### config.mk
export PLATFORM = sky130hd
export DESIGN_NAME = bresenham_line_engine_flat
export DESIGN_NICKNAME = d
export VERILOG_FILES = /design/src/rtl/bresenham_line_engine_if.sv /design/src/rtl/bresenham_line_engine.sv /design/src/flat_wrapper.sv
export SDC_FILE = /design/constraint.sdc
export NUM_CORES = 1
export LEC_CHECK = 0
export CAP_MARGIN = 0
export CORE_ASPECT_RATIO = 1.1
export CORE_MARGIN = 10
export CORE_UTILIZATION = 52
export DETAILED_ROUTE_END_ITERATION = 12
export GPL_TIMING_DRIVEN = 0
export PLACE_DENSITY = 0.75
export SLEW_MARGIN = 10
export SYNTH_ARGS = -nofsm -noshare
export SYNTH_HDL_FRONTEND = slang
export SYNTH_SLANG_ARGS = --single-unit
### constraint.sdc
create_clock -name csi_clockreset_clk -period 4.8 [get_ports csi_clockreset_clk]
set_input_delay 1.2 -clock csi_clockreset_clk [delete_from_list [all_inputs] [get_ports csi_clockreset_clk]]
set_output_delay 1.2 -clock csi_clockreset_clk [all_outputs]
set_load 0.02 [all_outputs]
### src/rtl/bresenham_line_engine_if.sv
// Endpoint request and pixel stream bundle between
// the line controller and the Bresenham engine.
interface bresenham_line_engine_if #(
  parameter int X_W = 9,
  parameter int Y_W = 8
);
  logic           go;
  logic [X_W-1:0] x0;
  logic [Y_W-1:0] y0;
  logic [X_W-1:0] x1;
  logic [Y_W-1:0] y1;
  logic [X_W-1:0] x;
  logic [Y_W-1:0] y;
  logic           plot;
  logic           busy;
  logic           done;

  modport master (
    output go, x0, y0, x1, y1,
    input  x, y, plot, busy, done
  );

  modport slave (
    input  go, x0, y0, x1, y1,
    output x, y, plot, busy, done
  );
endinterface

### src/rtl/bresenham_line_engine.sv
// Integer Bresenham rasteriser: one pixel per clock
// from (x0,y0) to (x1,y1) under a level go request.
module bresenham_line_engine #(
  parameter int X_W = 9,
  parameter int Y_W = 8,
  parameter int E_W = 11
) (
  input  logic csi_clockreset_clk,
  input  logic csi_clockreset_reset,
  bresenham_line_engine_if.slave bus
);

  typedef enum logic [1:0] {
    IDLE,
    INIT,
    DRAW,
    DONE
  } state_t;

  state_t state;

  logic [X_W-1:0] x0_q;
  logic [Y_W-1:0] y0_q;
  logic [X_W-1:0] x1_q;
  logic [Y_W-1:0] y1_q;
  logic [X_W-1:0] x_q;
  logic [Y_W-1:0] y_q;

  logic signed [E_W-1:0] dx;
  logic signed [E_W-1:0] dy;
  logic signed [E_W-1:0] err;
  logic                  sx_neg;
  logic                  sy_neg;

  logic plot_q;
  logic busy_q;
  logic done_q;

  logic signed [E_W-1:0] ax0;
  logic signed [E_W-1:0] ax1;
  logic signed [E_W-1:0] ay0;
  logic signed [E_W-1:0] ay1;
  logic signed [E_W-1:0] diff_x;
  logic signed [E_W-1:0] diff_y;
  logic signed [E_W-1:0] dx_init;
  logic signed [E_W-1:0] dy_init;

  logic signed [E_W:0]   e2;
  logic signed [E_W:0]   dx_ext;
  logic signed [E_W:0]   dy_ext;
  logic                  c1;
  logic                  c2;
  logic signed [E_W-1:0] err_step;
  logic                  at_end;

  // Zero-extend the latched endpoints into the signed error domain
  assign ax0 = $signed({{(E_W-X_W){1'b0}}, x0_q});
  assign ax1 = $signed({{(E_W-X_W){1'b0}}, x1_q});
  assign ay0 = $signed({{(E_W-Y_W){1'b0}}, y0_q});
  assign ay1 = $signed({{(E_W-Y_W){1'b0}}, y1_q});

  // Setup terms: dx is |x1-x0|, dy is -|y1-y0|
  always_comb begin
    diff_x  = ax1 - ax0;
    diff_y  = ay1 - ay0;
    dx_init = diff_x;
    dy_init = diff_y;
    if (diff_x < 0)
      dx_init = -diff_x;
    if (diff_y > 0)
      dy_init = -diff_y;
  end

  // Step decision; both tests use the same old error value
  always_comb begin
    e2       = $signed({err, 1'b0});
    dx_ext   = $signed({dx[E_W-1], dx});
    dy_ext   = $signed({dy[E_W-1], dy});
    c1       = (e2 >= dy_ext);
    c2       = (e2 <= dx_ext);
    err_step = err;
    if (c1)
      err_step = err_step + dy;
    if (c2)
      err_step = err_step + dx;
    at_end   = (x_q == x1_q) && (y_q == y1_q);
  end

  // Control FSM with registered pixel and status outputs
  always_ff @(posedge csi_clockreset_clk or posedge csi_clockreset_reset) begin
    if (csi_clockreset_reset) begin
      state  <= IDLE;
      x0_q   <= '0;
      y0_q   <= '0;
      x1_q   <= '0;
      y1_q   <= '0;
      x_q    <= '0;
      y_q    <= '0;
      dx     <= '0;
      dy     <= '0;
      err    <= '0;
      sx_neg <= 1'b0;
      sy_neg <= 1'b0;
      plot_q <= 1'b0;
      busy_q <= 1'b0;
      done_q <= 1'b0;
    end else begin
      unique case (state)
        IDLE: begin
          if (bus.go) begin
            x0_q   <= bus.x0;
            y0_q   <= bus.y0;
            x1_q   <= bus.x1;
            y1_q   <= bus.y1;
            busy_q <= 1'b1;
            state  <= INIT;
          end
        end
        INIT: begin
          x_q    <= x0_q;
          y_q    <= y0_q;
          dx     <= dx_init;
          dy     <= dy_init;
          err    <= dx_init + dy_init;
          sx_neg <= !(x0_q < x1_q);
          sy_neg <= !(y0_q < y1_q);
          plot_q <= 1'b1;
          state  <= DRAW;
        end
        DRAW: begin
          if (!bus.go) begin
            plot_q <= 1'b0;
            busy_q <= 1'b0;
            state  <= IDLE;
          end else if (at_end) begin
            plot_q <= 1'b0;
            busy_q <= 1'b0;
            done_q <= 1'b1;
            state  <= DONE;
          end else begin
            err <= err_step;
            if (c1)
              x_q <= sx_neg ? x_q - X_W'(1) : x_q + X_W'(1);
            if (c2)
              y_q <= sy_neg ? y_q - Y_W'(1) : y_q + Y_W'(1);
          end
        end
        DONE: begin
          if (!bus.go) begin
            done_q <= 1'b0;
            state  <= IDLE;
          end
        end
        default: begin
          plot_q <= 1'b0;
          busy_q <= 1'b0;
          done_q <= 1'b0;
          state  <= IDLE;
        end
      endcase
    end
  end

  assign bus.x    = x_q;
  assign bus.y    = y_q;
  assign bus.plot = plot_q;
  assign bus.busy = busy_q;
  assign bus.done = done_q;

endmodule

### src/flat_wrapper.sv
// flat-port wrapper written by rule: the top's interface ports become plain ports
module bresenham_line_engine_flat 
#(
  parameter int X_W = 9,
  parameter int Y_W = 8,
  parameter int E_W = 11
)
  (csi_clockreset_clk, csi_clockreset_reset, bus_go, bus_x0, bus_y0, bus_x1, bus_y1, bus_x, bus_y, bus_plot, bus_busy, bus_done);
  bresenham_line_engine_if #(.X_W(X_W), .Y_W(Y_W)) bus_i ();
  input  logic csi_clockreset_clk;
  input  logic csi_clockreset_reset;
  input wire logic [$bits(bus_i.go)-1:0] bus_go;
  input wire logic [$bits(bus_i.x0)-1:0] bus_x0;
  input wire logic [$bits(bus_i.y0)-1:0] bus_y0;
  input wire logic [$bits(bus_i.x1)-1:0] bus_x1;
  input wire logic [$bits(bus_i.y1)-1:0] bus_y1;
  output wire logic [$bits(bus_i.x)-1:0] bus_x;
  output wire logic [$bits(bus_i.y)-1:0] bus_y;
  output wire logic [$bits(bus_i.plot)-1:0] bus_plot;
  output wire logic [$bits(bus_i.busy)-1:0] bus_busy;
  output wire logic [$bits(bus_i.done)-1:0] bus_done;
  assign bus_i.go = bus_go;
  assign bus_i.x0 = bus_x0;
  assign bus_i.y0 = bus_y0;
  assign bus_i.x1 = bus_x1;
  assign bus_i.y1 = bus_y1;
  assign bus_x = bus_i.x;
  assign bus_y = bus_i.y;
  assign bus_plot = bus_i.plot;
  assign bus_busy = bus_i.busy;
  assign bus_done = bus_i.done;
  bresenham_line_engine #(.X_W(X_W), .Y_W(Y_W), .E_W(E_W)) u_core (.csi_clockreset_clk(csi_clockreset_clk), .csi_clockreset_reset(csi_clockreset_reset), .bus(bus_i));
endmodule
-- Yosys cells after proc, flatten, opt, wreduce, memory -nomap -nowiden
Index checks and enable logic that the tools add are counted.
- reductions and logical operators: 15
- $lt $le $gt $ge: 6
- equal/unequal tests: 13
- multiplexer cells: 31
- add/sub/neg operators: 11
- operators with widths (operator ; count):
    two-way mux 11 bit ; 6
    two-way mux 9 bit ; 4
    adder 11 bit ; 3
    two-way mux 8 bit ; 4
    one-hot mux 11 bit (2 select lines) ; 1
    one-hot mux 9 bit (2 select lines) ; 1
    one-hot mux 8 bit (2 select lines) ; 1
    >= comparator 12 x 11 -> 1 bit ; 1
    less-or-equal comparator 12 x 11 -> 1 bit ; 1
    AND reduction 4 bit ; 3
    negation 10 -> 11 bit ; 1
    negation 9 -> 11 bit ; 1
    less-than comparator 10 x 1 -> 1 bit, second input constant ; 1
    subtractor 9 x 9 -> 10 bit ; 1
    adder 9 x 1 -> 9 bit, second input constant ; 1
    == test 9 bit ; 1
    greater-than comparator 9 x 1 -> 1 bit, second input constant ; 1
    less-than comparator 9 bit ; 1
    AND reduction 3 bit ; 3
    subtractor 8 x 8 -> 9 bit ; 1
    subtractor 9 x 1 -> 9 bit, second input constant ; 1
    adder 8 x 1 -> 8 bit, second input constant ; 1
    == test 8 bit ; 1
    less-than comparator 8 bit ; 1
    other kinds (15) ; 35
- input bits: 37
- output and inout port bits: 20
- register bits: 91
- word-level logic and storage cells: 91

-- Longest topological paths before layout
- word-level depth: 7
- mapped depth: 23
- depth with buffers taken out: 23

-- Least setup slack after synthesis
Ideal clock, no wire load.
- path type: register -> register
- start: reg u_core.err[6]
- end: reg u_core.err[10]
- path buffers: 1
- cell stages (with the launch flop): 20
- required time: 4661 ps
- setup time: 139 ps
- slack: 92 ps
- period minus slack after synthesis: 4708 ps
- data arrival time: 4569 ps
- cells stage by stage: dfrtp_1 > ha_1 > a21o_1 > a21oi_1 > nand2b_1 > o211a_1 > o21ai_1 > buf_6 > mux2_2 > ha_1 > fa_1 > a21oi_1 > o21ai_0 > a2111oi_0 > o41ai_1 > xnor2_1 > nand2_1 > mux2i_1 > o22ai_1 > or4_1
- word-level cells in the longest chain between the ends: 7
- elaborated cells on any way between the ends: 9
- classes of those cells: add/sub (2); order compare (2); mux (5)
- ends and longest elaborated chain (what ; line ; text):
    start: declaration ; bresenham_line_engine.sv:31 ; logic signed [E_W-1:0] err;
    start signal: assignment ; bresenham_line_engine.sv:124 ; err <= dx_init + dy_init;
    start signal: assignment ; bresenham_line_engine.sv:141 ; err <= err_step;
    adder 11 bit / >= comparator 12 x 11 -> 1 bit (equally long branches) ; bresenham_line_engine.sv:83, bresenham_line_engine.sv:79 ;
    two-way mux 11 bit ; bresenham_line_engine.sv:82 ; if (c1)
    adder 11 bit ; bresenham_line_engine.sv:85 ; err_step = err_step + dx;
    two-way mux 11 bit * ; bresenham_line_engine.sv:84 ; if (c2)
    two-way mux 11 bit * ; bresenham_line_engine.sv:135 ; end else if (at_end) begin
    two-way mux 11 bit * ; bresenham_line_engine.sv:131 ; if (!bus.go) begin
    one-hot mux 11 bit (2 select lines) * ; bresenham_line_engine.sv:108 ; unique case (state)
Mark *: on every way between the ends. The rest lies on a longest branch, timed or not. The select of a mux whose other input is x is not followed.
A chain may end at the register's enable or synchronous reset.

-- Final worst setup path
- start: reg u_core.dy[1]
- end: reg u_core.err[10]
- word-level cells in the longest chain between the ends: 7
- elaborated cells on any way between the ends: 8
- classes of those cells: add/sub (2); order compare (1); mux (5)
- ends and longest elaborated chain (what ; line ; text):
    start: declaration ; bresenham_line_engine.sv:30 ; logic signed [E_W-1:0] dy;
    start signal: assignment ; bresenham_line_engine.sv:123 ; dy <= dy_init;
    adder 11 bit / >= comparator 12 x 11 -> 1 bit (equally long branches) ; bresenham_line_engine.sv:83, bresenham_line_engine.sv:79 ;
    two-way mux 11 bit * ; bresenham_line_engine.sv:82 ;
    adder 11 bit ; bresenham_line_engine.sv:85 ;
    two-way mux 11 bit * ; bresenham_line_engine.sv:84 ;
    two-way mux 11 bit * ; bresenham_line_engine.sv:135 ;
    two-way mux 11 bit * ; bresenham_line_engine.sv:131 ;
    one-hot mux 11 bit (2 select lines) * ; bresenham_line_engine.sv:108 ;
Marks and branches as above.

==> run_results.csv <==
group,metric,value,unit
worst_setup_path,crit_arrival,5.00,ns
floorplanning,start_util,0.536,
cts,clock_sink_count,91,
worst_setup_path,start_kind,"register",
logic_synthesis,synthTopCellsByCount,"dfrtp_1, ha_1, inv_1, a21oi_1, o21ai_0",
grt,grt_pass1_wl,32.9,mm
floorplanning,die-width,137,um
floorplanning,chipHeight,149,um
logic_synthesis,synth-seq-cells,91,
grt,grt_pass1_vias,6719,
logic_synthesis,avgSynthCellArea,8.89,um2
placement,port-buffer-count,56,
logic_synthesis,yosys.area.top_type,"dfrtp_1",
sta,finalWorstSetupSlack,0.0179,ns
worst_setup_path,cp.buffers_inverters,2,
routing,met3_length,859,um
logic_synthesis,post_synth_num_cell_types,76,
flow_run,cap_violations,0,
cts,cts.path.max_buffers,2,
routing,top_layer_used,"met4",
cts,htree_levels,3,
floorplanning,rows,46,
sta,maxSlewViolCount,0,
worst_setup_path,cp-startpoint,"u_core.dy[1]$_DFFE_PP0P_",
routing,drt-total-wl,20.5,mm
routing,drt-pass1-iter-count,5,
routing,drt-met1-wl,8.81,mm
grt,grt_usage,0.200,
worst_setup_path,cp_slowest_cell,"or4_1",
logic_synthesis,syn-num-nets,1012,
sta,period_needed,4.78,ns
routing,routedWlPerCell,17.6,um
routing,drc,0,
logic_synthesis,synth-edff-count,0,
final_layout,nNetsFinal,1101,
grt,antenna_found_initial,0,
sta,relSlewSlack,0.437,
worst_setup_path,crit_family,"compound AO/OA/AOI/OAI gates",
placement,hpwl,15.5,mm
cts,cts_buffers,9,
routing,drtAntennaViolNets,0,
routing,wl_met2,10.2,mm
worst_setup_path,rr_startpoint,"u_core.dy[1]$_DFFE_PP0P_",
grt,grt_overflow,0,
placement,post-place-ws,-0.923,ns
worst_hold_path,hold_path.startpoint,"u_core.bus.plot$_DFFE_PP0P_",
logic_synthesis,ys.flop_type,"dfrtp_1",
logic_synthesis,ys_top_cells_by_area,"dfrtp_1, ha_1, mux2_2",
logic_synthesis,synth.top_cell.area_share,0.292,
placement,post_dp_cell_area,8640,um2
routing,drt-initial-drc-count,343,
grt,grt_max_degree,56,
cts,clk_latency,0.35,ns
worst_setup_path,critPathRequiredTime,5.02,ns
sta,hold_viol_final,0,
worst_setup_path,cpMostUsedCell,"o21ai_4",
final_layout,layout-area-overhead-vs-synth,19.5,%
worst_setup_path,crit_fanout,3,
routing,viasPerCell,5.77,
floorplanning,io_pins,57,
logic_synthesis,async_reset_ff_frac,1.00,
worst_setup_path,critical_path_class,"register to register",
placement,gp_congestion,0.909,
final_layout,nFillCells,1214,
logic_synthesis,post_synth_inst_count,878,
logic_synthesis,yosys_warnings,0,
worst_setup_path,max_stage_delay,0.51,ns
floorplanning,core_area,14600,um2
worst_setup_path,worstPathCellList,"inv_2, ha_1, nor2b_1, o31ai_2, a21oi_2, o211a_1, o21ai_4, buf_6, mux2_4, ha_4, fa_2, a21oi_4, o21ai_4, a2111oi_4, o41ai_2, xnor2_1, nand2_1, nor3_1, a32o_1, or4_1",
worst_hold_path,hp-class,"register to register",
sta,worst_pin_slew,0.845,ns
logic_synthesis,ys_seq_area_frac,0.292,
final_layout,fin_area,9330,um2
routing,num_vias,6716,
run_status,run_status,"complete, no violations",
floorplanning,die-area,20300,um2
sta,fmaxAchievable,209,MHz
sta,min_period_over_period,0.996,
worst_setup_path,endpoint_kind,"register",
cts,clk_pin_slew,0.07,ns
logic_synthesis,synth_area,7810,um2
sta,fin_skew,0.00940,ns
logic_synthesis,synth.most_common_cell,"dfrtp_1",
final_layout,drive_gt1_frac,0.145,
cts,cts_tree,"built",
cts,root_buffer,"clkbuf_16",
sta,setup_viol,0,
final_layout,antenna_cells,0,
[routing by layer]
layer / vias to the layer above / GRT usage
met2: 163 / 0.351
met5: - / 0
li1: 3294 / -
met1: 3222 / 0.241
met4: 0 / 0.0691
met3: 37 / 0.0327
[layout make-up]
type,count,area (um2),area share
buffer,21,98.8,0.0106
clock buffer,11,243,0.0260
clock inverter,5,100,0.0107
inverter,81,307,0.0329
multi-input combinational,685,5310,0.570
sequential,91,2280,0.244
tap,192,240,0.0257
timing repair buffer,78,749,0.0803
[cells by family (layout without fill, tap and decap cells)]
kind of cell | count (synthesis) | in the layout | share of synthesized area
AO/OA/AOI/OAI | 239 | 239 | 0.195
XOR/XNOR | 68 | 68 | 0.0772
adder cells (fa/ha/maj) | 97 | 97 | 0.162
buffers and inverters | 102 | 196 | 0.0514
flip-flops | 91 | 91 | 0.292
multiplexers | 52 | 52 | 0.0737
AND/OR/NAND/NOR | 229 | 229 | 0.149
[cells in the final DEF, fill, tap and decap left out, types with 9 or more instances in the layout]
cell	netlist	routed
ha_1	90	86
a21oi_1	76	71
nor2b_1	19	19
xnor2_1	49	46
mux2_2	44	43
clkdlybuf4s50_1	0	56
buf_4	1	21
a21o_1	12	12
nor3_1	16	16
nand4_1	9	9
nand2_1	62	62
nand3_1	11	10
o21ai_0	67	63
clkbuf_1	18	18
inv_1	80	77
clkbuf_16	0	9
xor2_1	18	18
nor2_1	65	64
dfrtp_1	91	90
[what timing repair did]
item / in CTS / in global routing
resized for setup: 20 / 25
pin swaps: 11 / 20
setup endpoints to repair: 3 / 2
setup buffers: 7 / 15
hold buffers: 0 / 0
[flip-flops by register name, indices dropped and copies added, names as in the netlist, 2 cells and up]
name          count
u_core.dx        11
u_core.dy        11
u_core.err       11
u_core.bus.x      9
u_core.x0_q       9
u_core.x1_q       9
u_core.bus.y      8
u_core.y0_q       8
u_core.y1_q       8
u_core.state      2
[final timing paths]
check | endpoint | slack, ns | cells past startpoint
worst min register to register | u_core.bus.plot$_DFFE_PP0P_ | 0.50 | 1
max in group asynchronous | u_core.err[6]$_DFFE_PP0P_ | 2.91 | 3
worst min-delay path | u_core.bus.plot$_DFFE_PP0P_ | 0.50 | 1
worst max register to register | u_core.err[10]$_DFFE_PP0P_ | 0.02 | 20
worst max-delay path | u_core.err[10]$_DFFE_PP0P_ | 0.02 | 20
min in group asynchronous | u_core.y1_q[6]$_DFFE_PP0P_ | 1.24 | 2
[worst reg2reg max path, stage by stage (launching register included)]
cell and delay (ns):
dfrtp_1 0.39, inv_2 0.05, ha_1 0.25, nor2b_1 0.15, o31ai_2 0.29, a21oi_2 0.11, o211a_1 0.28, o21ai_4 0.23
buf_6 0.14, mux2_4 0.31, ha_4 0.17, fa_2 0.41, a21oi_4 0.20, o21ai_4 0.08, a2111oi_4 0.34, o41ai_2 0.16
xnor2_1 0.14, nand2_1 0.13, nor3_1 0.06, a32o_1 0.26, or4_1 0.51
[stage by stage]
step / hold slack (ns) / setup TNS (ns) / utilization / std cells
after detailed placement: 0.489 / -1.73 / 0.593 / 1127
after global routing: 0.529 / -0.107 / 0.641 / 1164
after CTS: 0.508 / 0 / 0.627 / 1150
after global placement: 0.486 / -26.26 / 0.591 / 1126
after floorplan: 0.479 / 0 / - / 878
final: 0.503 / 0 / 0.641 / 1164
Power is left out: the tool's default activity adds up to more than one toggle a clock period on the data nets, which glitch-free logic cannot reach.
